<file path="config.mk">
export PLATFORM = sky130hd
export DESIGN_NAME = clock_enable_sequencer
export DESIGN_NICKNAME = d
export VERILOG_FILES = /design/src/rtl/clock_enable_sequencer.sv
export SDC_FILE = /design/constraint.sdc
export NUM_CORES = 1
export LEC_CHECK = 0
export CAP_MARGIN = 5
export CORE_AREA = 2 2 39 41
export CTS_CLUSTER_DIAMETER = 30
export CTS_CLUSTER_SIZE = 24
export DETAILED_ROUTE_END_ITERATION = 10
export DIE_AREA = 0 0 41 43
export PLACE_DENSITY = 0.71
export SYNTH_ARGS = -nofsm -noshare
export SYNTH_HDL_FRONTEND = slang
export SYNTH_SLANG_ARGS = --single-unit
export TNS_END_PERCENT = 50
</file>
<file path="constraint.sdc">
create_clock -name clk28m -period 3.2 [get_ports clk28m]
set_clock_uncertainty 0.2 [all_clocks]
set_input_delay 0.32 -clock clk28m [delete_from_list [all_inputs] [get_ports clk28m]]
set_output_delay 0.32 -clock clk28m [all_outputs]
set_load 0.02 [all_outputs]
</file>
<file path="src/rtl/clock_enable_sequencer.sv">
// Purpose: derives bus phase, c1/c3 quadrature, CCK, E-clock and CPU enables from clk28m.
// Latency: every output is a decode of registered p/e_cnt/mode, so a change shows the cycle after the counter edge.
// Backpressure: none; the block is free-running, and turbo requests wait for the next bus-cycle boundary.
// Ports: clk28m, reset (sync, active-high), turbo in; phase, clk7m, c1, c3, clk_en, cck, cck_en,
//        eclk, cpu_en and turbo_active out.
module clock_enable_sequencer #(
    parameter int CLK_DIV   = 4,
    parameter int ECLK_DIV  = 10,
    parameter int TURBO_DIV = 2
) (
    input  logic                clk28m,
    input  logic                reset,
    input  logic                turbo,
    output logic [CLK_DIV-1:0]  phase,
    output logic                clk7m,
    output logic                c1,
    output logic                c3,
    output logic                clk_en,
    output logic                cck,
    output logic                cck_en,
    output logic [ECLK_DIV-1:0] eclk,
    output logic                cpu_en,
    output logic                turbo_active
);

    localparam int PW = $clog2(CLK_DIV);
    localparam int EW = $clog2(ECLK_DIV);

    localparam logic [PW-1:0] P_LAST  = PW'(CLK_DIV - 1);
    localparam logic [PW-1:0] P_HALF  = PW'(CLK_DIV / 2);
    localparam logic [PW-1:0] P_Q1    = PW'(CLK_DIV / 4);
    localparam logic [PW-1:0] P_Q3    = PW'(3 * CLK_DIV / 4);
    localparam logic [EW-1:0] E_LAST  = EW'(ECLK_DIV - 1);

    // Phases at which turbo mode issues a CPU enable. Because TURBO_DIV divides
    // CLK_DIV, the last of these always lands on the clk_en phase.
    function automatic logic [CLK_DIV-1:0] turbo_mask();
        logic [CLK_DIV-1:0] m;
        m = '0;
        for (int k = 0; k < CLK_DIV; k++) begin
            m[k] = ((k % TURBO_DIV) == (TURBO_DIV - 1));
        end
        return m;
    endfunction

    localparam logic [CLK_DIV-1:0] TURBO_MASK = turbo_mask();

    // Elaboration-time parameter checks.
    generate
        if ((CLK_DIV < 4) || ((CLK_DIV % 4) != 0)) begin : g_bad_clk_div
            $error("clock_enable_sequencer: CLK_DIV must be a multiple of 4 and >= 4");
        end
        if ((ECLK_DIV < 2) || ((ECLK_DIV % 2) != 0)) begin : g_bad_eclk_div
            $error("clock_enable_sequencer: ECLK_DIV must be even and >= 2");
        end
        if ((TURBO_DIV < 1) || ((CLK_DIV % ((TURBO_DIV < 1) ? 1 : TURBO_DIV)) != 0)) begin : g_bad_turbo_div
            $error("clock_enable_sequencer: TURBO_DIV must be >= 1 and divide CLK_DIV");
        end
    endgenerate

    logic [PW-1:0] p;
    logic [EW-1:0] e_cnt;
    logic          mode;

    always_ff @(posedge clk28m) begin
        if (reset) begin
            p     <= '0;
            e_cnt <= '0;
            mode  <= 1'b0;
        end else begin
            p <= (p == P_LAST) ? '0 : p + PW'(1);
            // Mode and E counter only move on the bus-cycle boundary; the
            // clk_en pulse of this cycle was already issued under the old mode.
            if (clk_en) begin
                mode  <= turbo;
                e_cnt <= (e_cnt == E_LAST) ? '0 : e_cnt + EW'(1);
            end
        end
    end

    always_comb begin
        phase = '0;
        eclk  = '0;
        for (int k = 0; k < CLK_DIV; k++) begin
            phase[k] = (p == PW'(k));
        end
        for (int k = 0; k < ECLK_DIV; k++) begin
            eclk[k] = (e_cnt == EW'(k));
        end
        clk7m        = (p < P_HALF);
        c1           = (p < P_HALF);
        c3           = (p >= P_Q1) && (p < P_Q3);
        clk_en       = (p == P_LAST);
        cck          = ~e_cnt[0];
        cck_en       = (p == P_LAST) & e_cnt[0];
        turbo_active = mode;
    end

    assign cpu_en = mode ? |(phase & TURBO_MASK) : clk_en;

endmodule

</file>
## Word level (Yosys, flattened, before mapping)

Index checks and enable logic that the tools add are counted.

| cells by class | value |
|---|---|
| magnitude comparators | 3 |
| $add $sub $neg | 2 |
| eq/ne operators | 12 |
| reduce and logical (&&, ||, !) cells | 5 |
| multiplexer cells | 2 |
| bitwise gates (word level) | 2 |

Operators by type and width:

| kind | number |
|---|---|
| 4-bit by 3-bit == test with 1-bit output (second input constant) | 4 |
| 4-bit by 2-bit == test with 1-bit output (second input constant) | 2 |
| 4-bit == test (second input constant) | 2 |
| 4-bit by 1-bit adder with 4-bit output (second input constant) | 1 |
| 2-bit == test (second input constant) | 2 |
| 4-bit by 1-bit == test with 1-bit output (second input constant) | 1 |
| 4-bit zero test | 1 |
| 2-bit less-than comparator (second input constant) | 2 |
| 4-bit 2-to-1 mux | 1 |
| 2-bit OR reduction | 2 |
| 2-bit by 1-bit adder with 2-bit output (second input constant) | 1 |
| 2-bit by 1-bit == test with 1-bit output (second input constant) | 1 |
| 2-bit by 1-bit greater-or-equal comparator with 1-bit output (second input constant) | 1 |
| 2-bit zero test | 1 |
| 1-bit bitwise AND | 1 |
| 1-bit logical AND | 1 |
| 1-bit 2-to-1 mux | 1 |
| 1-bit inverter | 1 |

| storage, ports and cells | value |
|---|---|
| output and inout bits | 22 |
| bits of input ports | 3 |
| word-level logic and storage cells | 29 |
| register bits after elaboration | 7 |

## Longest topological paths before layout

Gate-level depths: netlist of the first run.

| logic depth | value |
|---|---|
| depth after elaboration | 3 |
| depth in mapped cells | 5 |
| gate-level depth less buffers | 4 |

## Least setup slack after synthesis of the first run

OpenSTA, ideal clock, no wires.

| timing path | value |
|---|---|
| kind | register -> output |
| start point | register e_cnt[0] |
| end point | output port eclk[8] |
| path buffers | 1 |
| required time | 2.680 ns |
| slack | 1.406 ns |
| data arrival time | 1.274 ns |
| cell stages (with the launch flop) | 3 |
| path through | dfxtp_1 buf_4 nor4b_1 |

| between the ends | value |
|---|---|
| word-level cells in the longest chain between the ends | 1 |

RTL lines:

| element | line | source |
|---|---|---|
| start, declared | 62 | `logic [EW-1:0] e_cnt;` |
| start signal, assigned | 76 | `e_cnt <= (e_cnt == E_LAST) ? '0 : e_cnt + EW'(1);` |
| 4-bit == test | 88 | `eclk[k] = (e_cnt == EW'(k));` |
| end, declared | 21 | `output logic [ECLK_DIV-1:0] eclk,` |

No other way between the ends.

## Worst setup path after layout of the first run

| timing path | value |
|---|---|
| start point | register e_cnt[0] |
| end point | output port eclk[1] |

| between the ends | value |
|---|---|
| word-level cells in the longest chain between the ends | 1 |

RTL lines:

| element | line |
|---|---|
| 4-bit by 1-bit == test with 1-bit output | 88 |

No other way between the ends.

==> results of run 1 <==
-- power by group --
| part | internal [mW] | switching (mW) |
|---|---|---|
| Sequential | 0.0923 | 0.00718 |
| Clock | 0.0475 | 0.0317 |
| Combinational | 0.0429 | 0.0450 |
| Total | 0.183 | 0.0839 |
-- cells by family after synthesis --
group | share of synthesized area, %
xor+xnor | 3.65
fa+ha+maj | 10.4
mux | 2.08
buf+inv | 15.1
simple gates | 33.1
compound gates | 6.51
flops | 29.2
-- layout by cell type (no fill, tap or decap), drive strengths merged, types with 2 or more instances in the layout --
cell type      instances
nor2b                  2
nor2                   6
clkdlybuf4s50         24
nor3                   5
dfxtp                  7
clkbuf                 4
nand2                  3
ha                     4
nand2b                 3
a21oi                  2
o21ai                  2
inv                    4
-- state kept, by name, indices dropped and copies added (netlist names) --
register	cells
p	2
turbo_active	1
e_cnt	4
-- per-layer routing --
layer,share of wire (%),global-route usage (%)
met3,2.3,7.85
met4,0.78,8.00
met2,50,17.5
met1,47,19.9
met5,0,0
-- how the worst min path moves through the flow --
stage                     from                    end  cells after the start
6_report       p[0]$_SDFF_PP0_        p[0]$_SDFF_PP0_                      1
5_1_grt        p[0]$_SDFF_PP0_        p[0]$_SDFF_PP0_                      1
4_1_cts        p[0]$_SDFF_PP0_        p[0]$_SDFF_PP0_                      1
3_5_place_dp   p[0]$_SDFF_PP0_        p[0]$_SDFF_PP0_                      1
3_3_place_gp   p[0]$_SDFF_PP0_        p[0]$_SDFF_PP0_                      1
2_1_floorplan            reset  e_cnt[1]$_SDFFE_PP0P_                      1
-- area by class of cell --
cell class | count | area, µm²
Multi-Input combinational cell | 38 | 268
Fill cell | 135 | 674
Timing Repair Buffer | 24 | 240
Tap cell | 16 | 20.0
Clock buffer | 4 | 26.3
Inverter | 4 | 15.0
Sequential cell | 7 | 140
-- worst max-delay path: cells and delay by family, from the launching register on --
kind,cells,cell delay [ps]
buffers and inverters,1,640
DFF,1,590
and+or+nand+nor,2,370
==> summary.txt, run 1 <==
Outcome
  • Outcome: complete, no violations

Place
  • Buffers on Ports: 24
  • Detailed Place HPWL: 755 µm
  • Area post-placement: 683 µm²
  • GPL Wtd Cong: 0.706
  • Dpl ws: 1080 ps
  • Dpl cells: 89

Setup path
  • Reg2reg end: e_cnt[1]$_SDFFE_PP0P_
  • CP max FO: 12
  • Critical Path Start Type: flip-flop
  • Reg2reg path depth: 4
  • CP required: 2680 ps
  • R2r startpoint: p[0]$_SDFF_PP0_
  • Critical path arrival: 1850 ps
  • CP cell instances: nand2b_1 -> nor3_1 -> clkdlybuf4s50_1
  • Worst setup path start: e_cnt[0]$_SDFFE_PP0P_
  • Crit path capture type: output pin
  • Worst Setup EP: eclk[1]
  • Critical path class: reg -> out
  • Flop2flop setup slack: 1530 ps
  • CP peak stage delay: 640 ps
  • CP max stage cell: clkdlybuf4s50_1

Cells and area
  • Non-filler cells, final: 93
  • Final Core Density: 51.3%
  • Diodes inserted: 0
  • Fraction of layout cells with a size suffix above 1: 7.79%
  • Area grow syn2layout: 47.7%
  • Design area: 709 µm²
  • Fin nets: 85

Clock tree
  • H-tree levels: 1
  • CTS resizes: 0
  • CTS tree: yes
  • Total CTS buffers: 3
  • Clock transition at the registers of the reported paths: 50 ps
  • Worst skew pair latency: 250 ps
  • Clock Root Buffer: clkbuf_4
  • Setup bufs post-CTS: 0
  • # hold bufs at CTS: 0
  • Max Root-Sink Buffers: 2
  • CTS sink cnt: 7

Timing
  • Fin crit share: 74.0%
  • Slew @ Worst Pin: 448 ps
  • PnR worst setup slack: 831 ps
  • TNS Setup: 0 ps
  • Fmax: 0.422 GHz
  • Max_slew headroom: 70.1%
  • Final Hold Viols: 0
  • RSZ-0062 raised after global routing: no
  • Final setup violation count: 0
  • Slew Viols, Final: 0
  • Min Hold Slack: 291 ps
  • Tmin final: 2370 ps

GRT
  • Vias in the first global route: 351
  • Initial antenna violation count: 0
  • GRT Overall Usage: 14.6%
  • Pin count of the biggest net entering global routing: 13
  • Global-route wire length before repair: 1670 µm
  • Total gr overflow: 0

Floorplanning
  • Core ar.: 1380 µm²
  • Initial Utilization: 34.7%
  • Ports: 25
  • Std cell rows: 14
  • Die area: 1760 µm²
  • Die Y: 43 µm
  • Die X-Extent: 41 µm

Power and ir drop
  • P_leak: 0.286 nW
  • Worst-case vdd ir drop: 222 µV
  • Pwr Density: 376 nW/µm²
  • Total power: 0.267 mW

Yosys
  • Synthesized cell area: 480 µm²
  • Most numerous cell in the Yosys netlist: dfxtp_1
  • Number of synthesized flops with an enable pin: 0
  • Gate Count Post-Synth: 56
  • Avg Cell Area, Syn: 8.58 µm²
  • Syn_nets: 63
  • Area leader, netlist: dfxtp_1
  • Yosys Warn Count: 0
  • Synth top area cells: dfxtp_1 29%, ha_1 10%, buf_4 6.3%
  • Post-synthesis sequential area ratio: 29.2%
  • Post-synth top area share: 29.2%
  • Async SR Flop Fraction: 0%
  • Distinct cell type count after synthesis: 28
  • Primary FF master, synth: dfxtp_1
  • Synth cell count leaders: 7 x dfxtp_1, 6 x nor2_1, 5 x nor3_1
  • Synthesized flop and latch total: 7

Route
  • Initial DRC count: 6
  • DR vias/cell: 4.67
  • Total wire length: 1030 µm
  • Via count: 434
  • DRC viols: 0
  • Final ANT Viol Nets: 0
  • WL/cell: 11.0 µm
  • Drt pass-1 iters: 4

Flow run
  • Max-capacitance violation count: 0

Min path
  • Min-delay worst type: reg -> reg
Note: power is estimated with default switching activity, not from simulation.
==> inputs of run 2 (changes only) <==
CORE_AREA = default   (was 2 2 39 41)
CORE_UTILIZATION = 33   (was default)
DIE_AREA = default   (was 0 0 41 43)
PLACE_DENSITY = 0.69   (was 0.71)
clock period = 2.15 ns   (was 3.2 ns; I/O delays follow)
==> run 2 against run 1 <==
Sequential power grew 49%. Total power grew 51%. Wire length grew 1.8%. Flip-flop and latch count is the same. Final cell count grew 1.1%. Utilization grew 4.1 points.
==> summary.txt, run 2 (synthesized netlist as in run 1, its figures left out) <==
Outcome
  • Outcome: complete, no violations

Route
  • DR vias/cell: 4.67
  • Via count: 439
  • DRC viols: 0
  • Initial DRC count: 11
  • Final ANT Viol Nets: 0
  • Total wire length: 1040 µm
  • Drt pass-1 iters: 3
  • WL/cell: 11.1 µm

Clock tree
  • CTS sink cnt: 7
  • CTS tree: yes
  • Clock Root Buffer: clkbuf_4
  • H-tree levels: 1
  • # hold bufs at CTS: 0
  • Total CTS buffers: 3
  • Worst skew pair latency: 260 ps
  • Clock transition at the registers of the reported paths: 60 ps
  • Max Root-Sink Buffers: 2

GRT
  • Total gr overflow: 0
  • Pin count of the biggest net entering global routing: 13
  • Initial antenna violation count: 0
  • Global-route wire length before repair: 1460 µm
  • GRT Overall Usage: 14.7%
  • Vias in the first global route: 344

Timing
  • Final Hold Viols: 0
  • Tmin final: 2050 ps
  • Slew Viols, Final: 0
  • TNS Setup: 0 ps
  • Fmax: 0.488 GHz
  • Slew @ Worst Pin: 308 ps
  • Min Hold Slack: 290 ps
  • Fin crit share: 95.2%
  • Final setup violation count: 0
  • Max_slew headroom: 79.4%
  • RSZ-0062 raised after global routing: no

Place
  • Detailed Place HPWL: 781 µm
  • GPL Wtd Cong: 0.695
  • Buffers on Ports: 24

Cells and area
  • Most common cell after layout, fill and taps aside: clkdlybuf4s50_1
  • Final Core Density: 55.3%
  • Register with the most flip-flops: e_cnt
  • Fin nets: 87
  • Area grow syn2layout: 53.6%
  • Most frequent cells in the layout: 20 x clkdlybuf4s50_1, 6 x nor2_1, 5 x nor3_1
  • Max reg flops: 4
  • Diodes inserted: 0
  • Fraction of layout cells with a size suffix above 1: 16.5%

Setup path
  • Critical path class: reg -> out
  • CP required: 1740 ps
  • Crit path capture type: output pin
  • Buf/Inv on CP: 1
  • R2r startpoint: p[0]$_SDFF_PP0_
  • Critical Path Start Type: flip-flop
  • CP max stage cell: clkdlybuf4s50_1
  • CP max FO: 10
  • Family with the most delay on the worst path: buffers and inverters
  • CP peak stage delay: 660 ps
  • Critical path arrival: 1630 ps
  • Worst setup path start: e_cnt[3]$_SDFFE_PP0P_
  • CP cell instances: nor4bb_1 -> clkdlybuf4s50_1

Flow run
  • Max-capacitance violation count: 0

Power and ir drop
  • Worst-case vdd ir drop: 419 µV
  • Total power: 0.403 mW
  • P_leak: 0.359 nW
  • Pwr Density: 546 nW/µm²

Floorplanning
  • Die area: 1610 µm²
  • Core ar.: 1330 µm²
  • Ports: 25
  • Die X-Extent: 40.2 µm
  • Die Y: 40.2 µm
  • Initial Utilization: 36.0%
  • Std cell rows: 13

Min path
  • Min-delay worst type: reg -> reg
  • Startpoint of the worst hold path: p[0]$_SDFF_PP0_
-- run 2: report_power, final --
| group | switching [mW] | total, mW | internal [mW] |
|---|---|---|---|
| clock | 0.0548 | 0.123 | 0.0683 |
| combinational | 0.0672 | 0.132 | 0.0648 |
| sequential | 0.0105 | 0.148 | 0.137 |
-- run 2: repair_timing --
item | 4_1_cts | 5_1_grt
endpoints found under the setup margin | 7 | 9
gates resized for setup | 3 | 6
buffers inserted | 0 | 0
-- run 2: path summary, 6_finish.rpt --
path	end	slack [ps]	depth (start not counted)
worst max-delay path	eclk[9]	100	2
worst min-delay path	p[0]$_SDFF_PP0_	290	1
worst max register to register	e_cnt[3]$_SDFFE_PP0P_	680	5
worst min register to register	p[0]$_SDFF_PP0_	290	1
-- run 2: routing by layer --
| layer | up-vias | global-route usage (%) | wire [µm] |
|---|---|---|---|
| li1 | 228 | - | - |
| met1 | 203 | 18.1 | 471 |
| met2 | 6 | 18.5 | 512 |
| met3 | 2 | 10.0 | 36 |
| met4 | 0 | 7.76 | 22 |
| met5 | - | 0 | 0 |
-- run 2: per-stage QoR --
stage	worst slack [ps]	cell area, µm²	instances
after global placement	244	697	90
final	103	738	94
after CTS	7.01	726	94
after detailed placement	198	697	90
after floorplan	461	480	56
after global routing	6.90	738	94
-- run 2: layout make-up --
type                       instances  area [µm²]
clock buffer                       3        22.5
clock inverter                     1        5.00
fill                             123         596
inverter                           4        15.0
multi-input combinational         38         268
sequential                         7         148
tap                               15        18.8
timing repair buffer              26         262
==> inputs of run 3 (changes only) <==
SLEW_MARGIN = 30   (was default)
==> results of run 3 <==
The final DEF is identical to that of run 2; final timing and power are the same.
